$ cat src/rtl/key_debounce_encoder.sv
// Keypad scan accumulator, debouncer and key encoder for the calculator front end.
// Optional auto-repeat of the held key when KEY_REPEAT_EN is defined.
module key_debounce_encoder #(
  parameter int DEBOUNCE_SCANS = 4,
  parameter int REPEAT_SCANS   = 16
) (
  input  logic       clk,
  input  logic       reset,
  input  logic       enable,
  input  logic [3:0] cols,
  input  logic [3:0] rows,
  output logic [3:0] key_code,
  output logic       key_valid,
  output logic       key_held
);

  typedef enum logic [1:0] {IDLE, DB_PRESS, PRESSED, DB_RELEASE} state_t;

  localparam logic [3:0] DB_TARGET = 4'(DEBOUNCE_SCANS);

  if (DEBOUNCE_SCANS < 2 || DEBOUNCE_SCANS > 15 || REPEAT_SCANS < 1) begin : g_bad_params
    $error("key_debounce_encoder: parameter out of range");
  end

  state_t     state;
  logic [1:0] hit_cnt;
  logic [3:0] scan_code;
  logic [3:0] cand;
  logic [3:0] db_cnt;

  logic       col_valid;
  logic [1:0] col_idx;
  logic [1:0] row_idx;
  logic [2:0] row_hits;
  logic [2:0] hit_sum;
  logic [1:0] hit_next;
  logic [3:0] code_next;
  logic       sample;
  logic       end_scan;
  logic       scan_none;
  logic       scan_key;

  // Fold this cycle's sample into the running scan so end of scan sees the full result.
  always_comb begin
    col_valid = 1'b1;
    col_idx   = 2'd0;
    case (cols)
      4'b0001: col_idx = 2'd0;
      4'b0010: col_idx = 2'd1;
      4'b0100: col_idx = 2'd2;
      4'b1000: col_idx = 2'd3;
      default: col_valid = 1'b0;
    endcase

    if (rows[0])      row_idx = 2'd0;
    else if (rows[1]) row_idx = 2'd1;
    else if (rows[2]) row_idx = 2'd2;
    else              row_idx = 2'd3;

    row_hits  = {2'b00, rows[0]} + {2'b00, rows[1]} + {2'b00, rows[2]} + {2'b00, rows[3]};
    hit_sum   = {1'b0, hit_cnt} + row_hits;
    hit_next  = (hit_sum >= 3'd2) ? 2'd2 : hit_sum[1:0];
    code_next = (|rows) ? {row_idx, col_idx} : scan_code;

    sample    = enable & col_valid;
    end_scan  = sample & cols[3];
    scan_none = (hit_next == 2'd0);
    scan_key  = (hit_next == 2'd1);
  end

`ifdef KEY_REPEAT_EN
  localparam int RW = $clog2(REPEAT_SCANS + 1);
  localparam logic [RW-1:0] RPT_TARGET = RW'(REPEAT_SCANS);
  logic [RW-1:0] rpt_cnt;
`endif

  // Multi-hit scans fall through to the "not a clean key" branches, so ghosting never strobes.
  always_ff @(posedge clk) begin
    if (reset) begin
      state     <= IDLE;
      hit_cnt   <= 2'd0;
      scan_code <= 4'd0;
      cand      <= 4'd0;
      db_cnt    <= 4'd0;
      key_code  <= 4'd0;
      key_valid <= 1'b0;
      key_held  <= 1'b0;
`ifdef KEY_REPEAT_EN
      rpt_cnt   <= '0;
`endif
    end else begin
      key_valid <= 1'b0;
      if (sample && !end_scan) begin
        hit_cnt   <= hit_next;
        scan_code <= code_next;
      end else if (end_scan) begin
        hit_cnt   <= 2'd0;
        scan_code <= 4'd0;
        case (state)
          IDLE: begin
            if (scan_key) begin
              state  <= DB_PRESS;
              cand   <= code_next;
              db_cnt <= 4'd1;
            end
          end
          DB_PRESS: begin
            if (scan_key && code_next == cand) begin
              if (db_cnt + 4'd1 == DB_TARGET) begin
                state     <= PRESSED;
                db_cnt    <= 4'd0;
                key_valid <= 1'b1;
                key_code  <= cand;
                key_held  <= 1'b1;
`ifdef KEY_REPEAT_EN
                rpt_cnt   <= '0;
`endif
              end else begin
                db_cnt <= db_cnt + 4'd1;
              end
            end else if (scan_key) begin
              cand   <= code_next;
              db_cnt <= 4'd1;
            end else begin
              state  <= IDLE;
              db_cnt <= 4'd0;
            end
          end
          PRESSED: begin
            if (scan_none) begin
              state  <= DB_RELEASE;
              db_cnt <= 4'd1;
`ifdef KEY_REPEAT_EN
              rpt_cnt <= '0;
            end else if (rpt_cnt + RW'(1) == RPT_TARGET) begin
              rpt_cnt <= '0;
              if (!key_valid) key_valid <= 1'b1;
            end else begin
              rpt_cnt <= rpt_cnt + RW'(1);
`endif
            end
          end
          DB_RELEASE: begin
`ifdef KEY_REPEAT_EN
            rpt_cnt <= '0;
`endif
            if (scan_none) begin
              if (db_cnt + 4'd1 == DB_TARGET) begin
                state    <= IDLE;
                db_cnt   <= 4'd0;
                key_held <= 1'b0;
              end else begin
                db_cnt <= db_cnt + 4'd1;
              end
            end else begin
              state  <= PRESSED;
              db_cnt <= 4'd0;
            end
          end
          default: state <= IDLE;
        endcase
      end
    end
  end

endmodule

$ cat config.mk
export PLATFORM = sky130hd
export DESIGN_NAME = key_debounce_encoder
export DESIGN_NICKNAME = d
export VERILOG_FILES = /design/src/rtl/key_debounce_encoder.sv
export SDC_FILE = /design/constraint.sdc
export NUM_CORES = 1
export LEC_CHECK = 0
export CORE_UTILIZATION = 56
export DETAILED_ROUTE_END_ITERATION = 6
export PLACE_DENSITY = 0.85
export SLEW_MARGIN = 20
export SYNTH_ARGS = -nofsm -noshare
export SYNTH_HDL_FRONTEND = slang
export SYNTH_SLANG_ARGS = --single-unit
$ cat constraint.sdc
create_clock -name clk -period 8.09 [get_ports clk]
set_input_delay 2.0225 -clock clk [delete_from_list [all_inputs] [get_ports clk]]
set_output_delay 2.0225 -clock clk [all_outputs]
set_load 0.05 [all_outputs]
* Yosys cells after proc, flatten, opt, wreduce, memory -nomap -nowiden
Index checks and enable logic that the tools add are counted.
Word-level totals: logic and storage cells 91, register bits after elaboration 22, output and inout port bits 6, input port bits 11
Operators by class: equal/unequal tests 20, bitwise logic cells 6, add/sub/neg operators 5, order comparisons 1, multiplexer cells 35, reduce and logical (&&, ||, !) cells 16
Operators by type and width (count):
- $mux W4 | 10
- $mux W2 | 12
- $pmux W4 S4 | 1
- $ne A2 B2 Y1 const B | 7
- $reduce_and A7 Y1 | 2
- $ne A3 B3 Y1 const B | 3
- $eq A4 B3 Y1 const B | 2
- $mux W1 | 8
- $pmux W2 S4 | 1
- $pmux W4 S2 | 1
- $reduce_and A4 Y1 | 2
- $reduce_or A4 Y1 | 2
- $pmux W2 S3 | 1
- $reduce_bool A2 Y1 | 3
- $reduce_and A5 Y1 | 1
- $reduce_or A5 Y1 | 1
- $add A4 B1 Y4 const B | 1
- $eq A2 B1 Y1 const B | 2
- $eq A2 B2 Y1 const B | 2
- $eq A4 B1 Y1 const B | 1
- $eq A4 B2 Y1 const B | 1
- $eq A4 B4 Y1 | 1
- $eq A4 B4 Y1 const B | 1
- $logic_not A2 Y1 | 2
- 10 further kinds | 15

* Depth between registers and ports, before layout
depth in word-level cells 10, gate-level depth with buffers 10, depth with buffers taken out 8

* Least setup slack after synthesis
No wires, ideal clock.
path kind input port to flip-flop, start point input rows[0], end point register db_cnt[2], arrival 4752 ps, buffers on the path 2, stages 10, library setup time 96 ps, path slack 3242 ps, required time 7994 ps, path through fa_1 > fa_1 > fa_1 > or2_2 > clkbuf_1 > a2111oi_4 > and3_1 > buf_6 > a21oi_2 > o41ai_2
On the way: cells in the longest elaborated chain, start to end 10, elaborated cells on any way between the ends 19, classes of those cells add/sub: 4; order compare: 1; eq/ne: 4; mux: 6; reduce/logical: 4
Ends and longest elaborated chain:
- start: declaration | RTL line 11 | input logic [3:0] rows,
- $add A1 B1 Y2 | RTL line 60 | row_hits = {2'b00, rows[0]} + {2'b00, rows[1]} + {2'b00, rows[2]} + {2'b00, rows[3]};
- $add A2 B1 Y3 | RTL line 60
- $add A3 B1 Y3 | RTL line 60
- $add A2 B3 Y3 | RTL line 61 | hit_sum = {1'b0, hit_cnt} + row_hits;
- $ge A3 B2 Y1 | RTL line 62 | hit_next = (hit_sum >= 3'd2) ? 2'd2 : hit_sum[1:0];
- $mux W2 | RTL line 62
- $eq A2 B1 Y1 | RTL line 68 | scan_key = (hit_next == 2'd1);
- $logic_and A1 B1 Y1 | RTL line 108 | if (scan_key && code_next == cand) begin
- $mux W4 | RTL line 108
- $pmux W4 S4 | RTL line 99 | case (state)
- end signal: assignment | RTL line 119 | db_cnt <= db_cnt + 4'd1;
- end signal: assignment | RTL line 153 | db_cnt <= db_cnt + 4'd1;
- end: declaration | RTL line 29 | logic [3:0] db_cnt;
Several ways; a longest one is shown, not always the timed one. A chain may end at the register's enable or synchronous reset.

* Worst setup path after layout
start point input rows[3], end point register db_cnt[2]
On the way: cells in the longest elaborated chain, start to end 8, elaborated cells on any way between the ends 16, classes of those cells add/sub: 2; order compare: 1; eq/ne: 4; mux: 5; reduce/logical: 4
Ends and longest elaborated chain (RTL line):
- $add A3 B1 Y3 | 60
- $add A2 B3 Y3 | 61
- $ge A3 B2 Y1 | 62
- $mux W2 | 62
- $eq A2 B1 Y1 | 68
- $logic_and A1 B1 Y1 | 108
- $mux W4 | 108
- $pmux W4 S4 | 99
Several ways; a longest one is shown, not always the timed one.

==> summary.txt <==
Placed design
  – Buffers on Ports: 16
  – Number of placed cells counting well taps: 214
  – Final weighted congestion of routability-driven global placement: about 0.92
  – Placed standard-cell area: roughly 0.0017 sq mm
  – Detailed placement HPWL: 2640 microns

Timing
  – Final setup violation count: 0
  – Setup repair after global routing missed its margin: no
  – Worst Skew: between 0.002 and 0.003 ns
  – Worst Tran Pin Value: slightly below 1 ns
  – Min cycle time layout: 5.17 ns
  – Worst slew margin relative to its limit: roughly a third
  – Setup_tns: 0 ns
  – Final Slew Violations: 0
  – Max Freq: 193 MHz
  – Count of final hold-check violations: 0
  – Period utilisation layout: between 60% and 70%

Worst setup path
  – Critical Path Fanout Max: 7
  – Arrival @ worst endpoint: roughly 5.4 ns
  – Slack of the worst reg-to-reg path: around 5.3 ns
  – Type of the worst setup path: in -> reg
  – Critical Path Source Type: primary input
  – Launching point of the worst reg2reg path: hit_cnt[0]
  – FF-to-FF End: db_cnt[2]
  – Required time of the critical path: ~8.3 ns
  – Crit. End Element: flop
  – Worst Reg-to-Reg Cells: 7

Logic synthesis
  – Register area share after synthesis: about 29%
  – Top cell type by total area after synthesis: sky130_fd_sc_hd__dfxtp_1
  – Synthesized instance count: approximately 180
  – Area share of the leading cell type in the synthesized netlist: a little under 30%
  – Post-synth top flop: sky130_fd_sc_hd__dfxtp_1
  – Synth Net Count: a little under 200
  – Synth area leaders: sky130_fd_sc_hd__dfxtp_1, sky130_fd_sc_hd__a21oi_1, sky130_fd_sc_hd__fa_1
  – Post-synthesis cell area: between 0.0015 and 0.002 sq mm
  – Syn Area/Cell: ~8.5 sq um
  – Flip-flop and latch count after synthesis: 22
  – Syn. warnings: 0
  – Count of flip-flops with a built-in enable after synthesis: 0
  – Share of synthesized flip-flops with an asynchronous set or reset: 0%
  – Count of unique library cells instantiated by Yosys: 50

Clocking
  – Clk Tree Root Cell: sky130_fd_sc_hd__clkbuf_4
  – Clock latency on the worst-skew pair: 0.31 ns
  – Num CTS Buffers: 3
  – Deepest clock path buffer count: 2
  – Resized cells post-CTS: 0
  – H-tree depth reported by CTS: 1
  – Worst-path clk slew: between 0.1 and 0.15 ns
  – Clock tree from TritonCTS: built
  – CTS Hold Buffers Added: 0
  – CTS Sinks: 22
  – Post-CTS repair timing setup buffer count: 0

Floorplan
  – Chip width: ~54 microns
  – Core footprint: ~0.0025 sq mm
  – Starting density of the core: about three fifths
  – Boundary pin count: 17
  – Full die area: between 0.002 and 0.003 sq mm
  – Height of the die: approximately 54 microns
  – Number of placement rows: 18

Final layout
  – Layout Area Growth over Synthesis: 14.1%
  – Number of nets at the end of the flow: 206
  – Number of standard cells in the final layout excluding fillers: roughly 220
  – Final non-filler cell area: 0.00172 sq mm
  – Antenna diode count: 0
  – Final-layout fill cell count: roughly 220
  – Share of post-route cells with drive strength above 1: 8.51%

Power
  – Logic gate share of total power: around 17%
  – Int Power: ~180 uW
  – Share of total power consumed by net switching: 25.8%
  – Clock power frac: a little over a third
  – LEAKAGE: ~0.56 nW
  – Register share of total power: between 40% and 50%
  – Total Power: 236 uW
  – Switching power total: just over 60 uW
  – VDD IR max: approximately 0.11 mV
  – Power per Cell Area: 138 mW/mm^2

Routing
  – Total DRC errors in the routed layout: 0
  – Via count of the routed design: around 1400
  – Via density per instance: between 6 and 7
  – First-pass iteration count of the detailed router: 4
  – Metal-1 WL: 1610 microns
  – Highest metal layer with signal wires: met4
  – Length of routed met2 wiring: 1730 microns
  – Final wirelength: 3530 microns
  – DRC violation total after the first TritonRoute iteration: 34
  – Average wire per cell in the routed design: roughly 16 microns
  – Final ANT Viol Nets: 0
  – Met3 wirelength from detailed routing: ~140 microns

Global routing
  – Wire length of the first global-routing pass: 5870 microns
  – Total GRT Usage: between 20% and 30%
  – Via count of the first global-routing pass: around 1300
  – Antenna violations before repair: 0
  – Residual overflow from global routing: 0
  – Pin count of the biggest net entering global routing: 24

Run
  – Number of maximum-capacitance violations: 0

Worst hold path
  – Hold-critical path endpoint: scan_code[3]
  – Worst Min Path Start: scan_code[3]
  – Number of instances on the worst hold path: 2
  – Worst min-delay path category: reg -> reg

Status
  – Run status: finished clean
-- sequential cells by signal, indices dropped and copies added, names as in the netlist --
name	count
cand	4
db_cnt	4
key_code	4
scan_code	4
hit_cnt	2
state	2
key_held	1
key_valid	1
-- through the flow --
step	hold slack, ns	util, %	setup slack (ns)
floorplan	0.432	-	3.24
finish	0.476	68.7	2.92
detailed placement	0.454	66.6	2.61
global route	0.482	68.7	2.80
CTS	0.472	68.7	2.95
global placement	0.445	66.6	2.72
-- placed cells by master (no fill, tap or decap), types with 5 or more instances in the layout --
master	n
sky130_fd_sc_hd__dfxtp_1	22
sky130_fd_sc_hd__clkdlybuf4s50_1	16
sky130_fd_sc_hd__a21oi_1	14
sky130_fd_sc_hd__nand2_1	12
sky130_fd_sc_hd__nor2_1	10
sky130_fd_sc_hd__inv_1	7
sky130_fd_sc_hd__nand3_1	7
sky130_fd_sc_hd__o31ai_1	5
sky130_fd_sc_hd__nand4_1	5
sky130_fd_sc_hd__a31oi_1	5
-- worst max path at each step --
stage | cells past startpoint | startpoint | endpoint | slack [ns]
floorplan | 10 | rows[0] | db_cnt[2] | 3.24
global placement | 9 | rows[3] | db_cnt[2] | 2.72
detailed placement | 9 | rows[3] | db_cnt[2] | 2.61
CTS | 9 | rows[3] | db_cnt[2] | 2.95
global route | 9 | rows[3] | db_cnt[2] | 2.80
finish | 9 | rows[3] | db_cnt[2] | 2.92
-- cell usage after synthesis, drive strengths merged, types with 3 or more instances --
master / n
a21oi: 15
xnor2: 4
a211oi: 4
dfxtp: 22
nor3: 4
nor3b: 4
a221oi: 4
o31ai: 5
o21ai: 5
nand2: 12
a31oi: 5
clkbuf: 7
o21a: 4
or3: 4
xor2: 4
nor2: 10
nand4: 5
fa: 3
nand3: 7
inv: 7
a211o: 4
ha: 3
o31a: 4
-- kinds of logic (layout without fill, tap and decap cells) --
group                      after synthesis  after routing  synth area share [%]
xor gates and xnor gates                 8              8                  4.66
DFF                                     22             22                  29.3
buffers and inverters                   16             28                  4.74
and+or+nand+nor                         66             66                  25.7
adders and majority gates                6              6                  6.49
AOI/OAI and AO/OA                       57             57                  28.5
muxes                                    1              1                 0.666
-- worst max-delay path, stage by stage --
cell	delay, ns
sky130_fd_sc_hd__clkdlybuf4s50_1	0.58
sky130_fd_sc_hd__fa_1	0.47
sky130_fd_sc_hd__fa_1	0.40
sky130_fd_sc_hd__fa_1	0.46
sky130_fd_sc_hd__or2_2	0.39
sky130_fd_sc_hd__a2111oi_4	0.33
sky130_fd_sc_hd__and3_1	0.36
sky130_fd_sc_hd__a21oi_2	0.10
sky130_fd_sc_hd__o41ai_2	0.31
-- per-layer routing --
metal / vias to the layer above / global-route usage (%)
li1: 691 / -
met1: 671 / 35.2
met2: 42 / 49.6
met3: 6 / 3.67
met4: 0 / 7.46
met5: - / 0
-- cell type report --
cell class / count / area, sq um / share of cell area [%]
Tap cell: 30 / 37.5 / 2.19
Sequential cell: 22 / 440 / 25.7
Multi-Input combinational cell: 138 / 992 / 57.8
Clock inverter: 1 / 30.0 / 1.75
Inverter: 7 / 26.3 / 1.53
Clock buffer: 3 / 22.5 / 1.31
Timing Repair Buffer: 17 / 168 / 9.77
-- power by group through the flow --
stage	combinational [mW]	clock, mW	sequential (mW)
2_1_floorplan	0.0272	0	0.112
3_3_place_gp	0.0378	0	0.112
3_5_place_dp	0.0401	0	0.112
4_1_cts	0.0401	0.0869	0.110
5_1_grt	0.0449	0.0924	0.110
6_report	0.0407	0.0857	0.110
(Power assumes the default switching activity.)
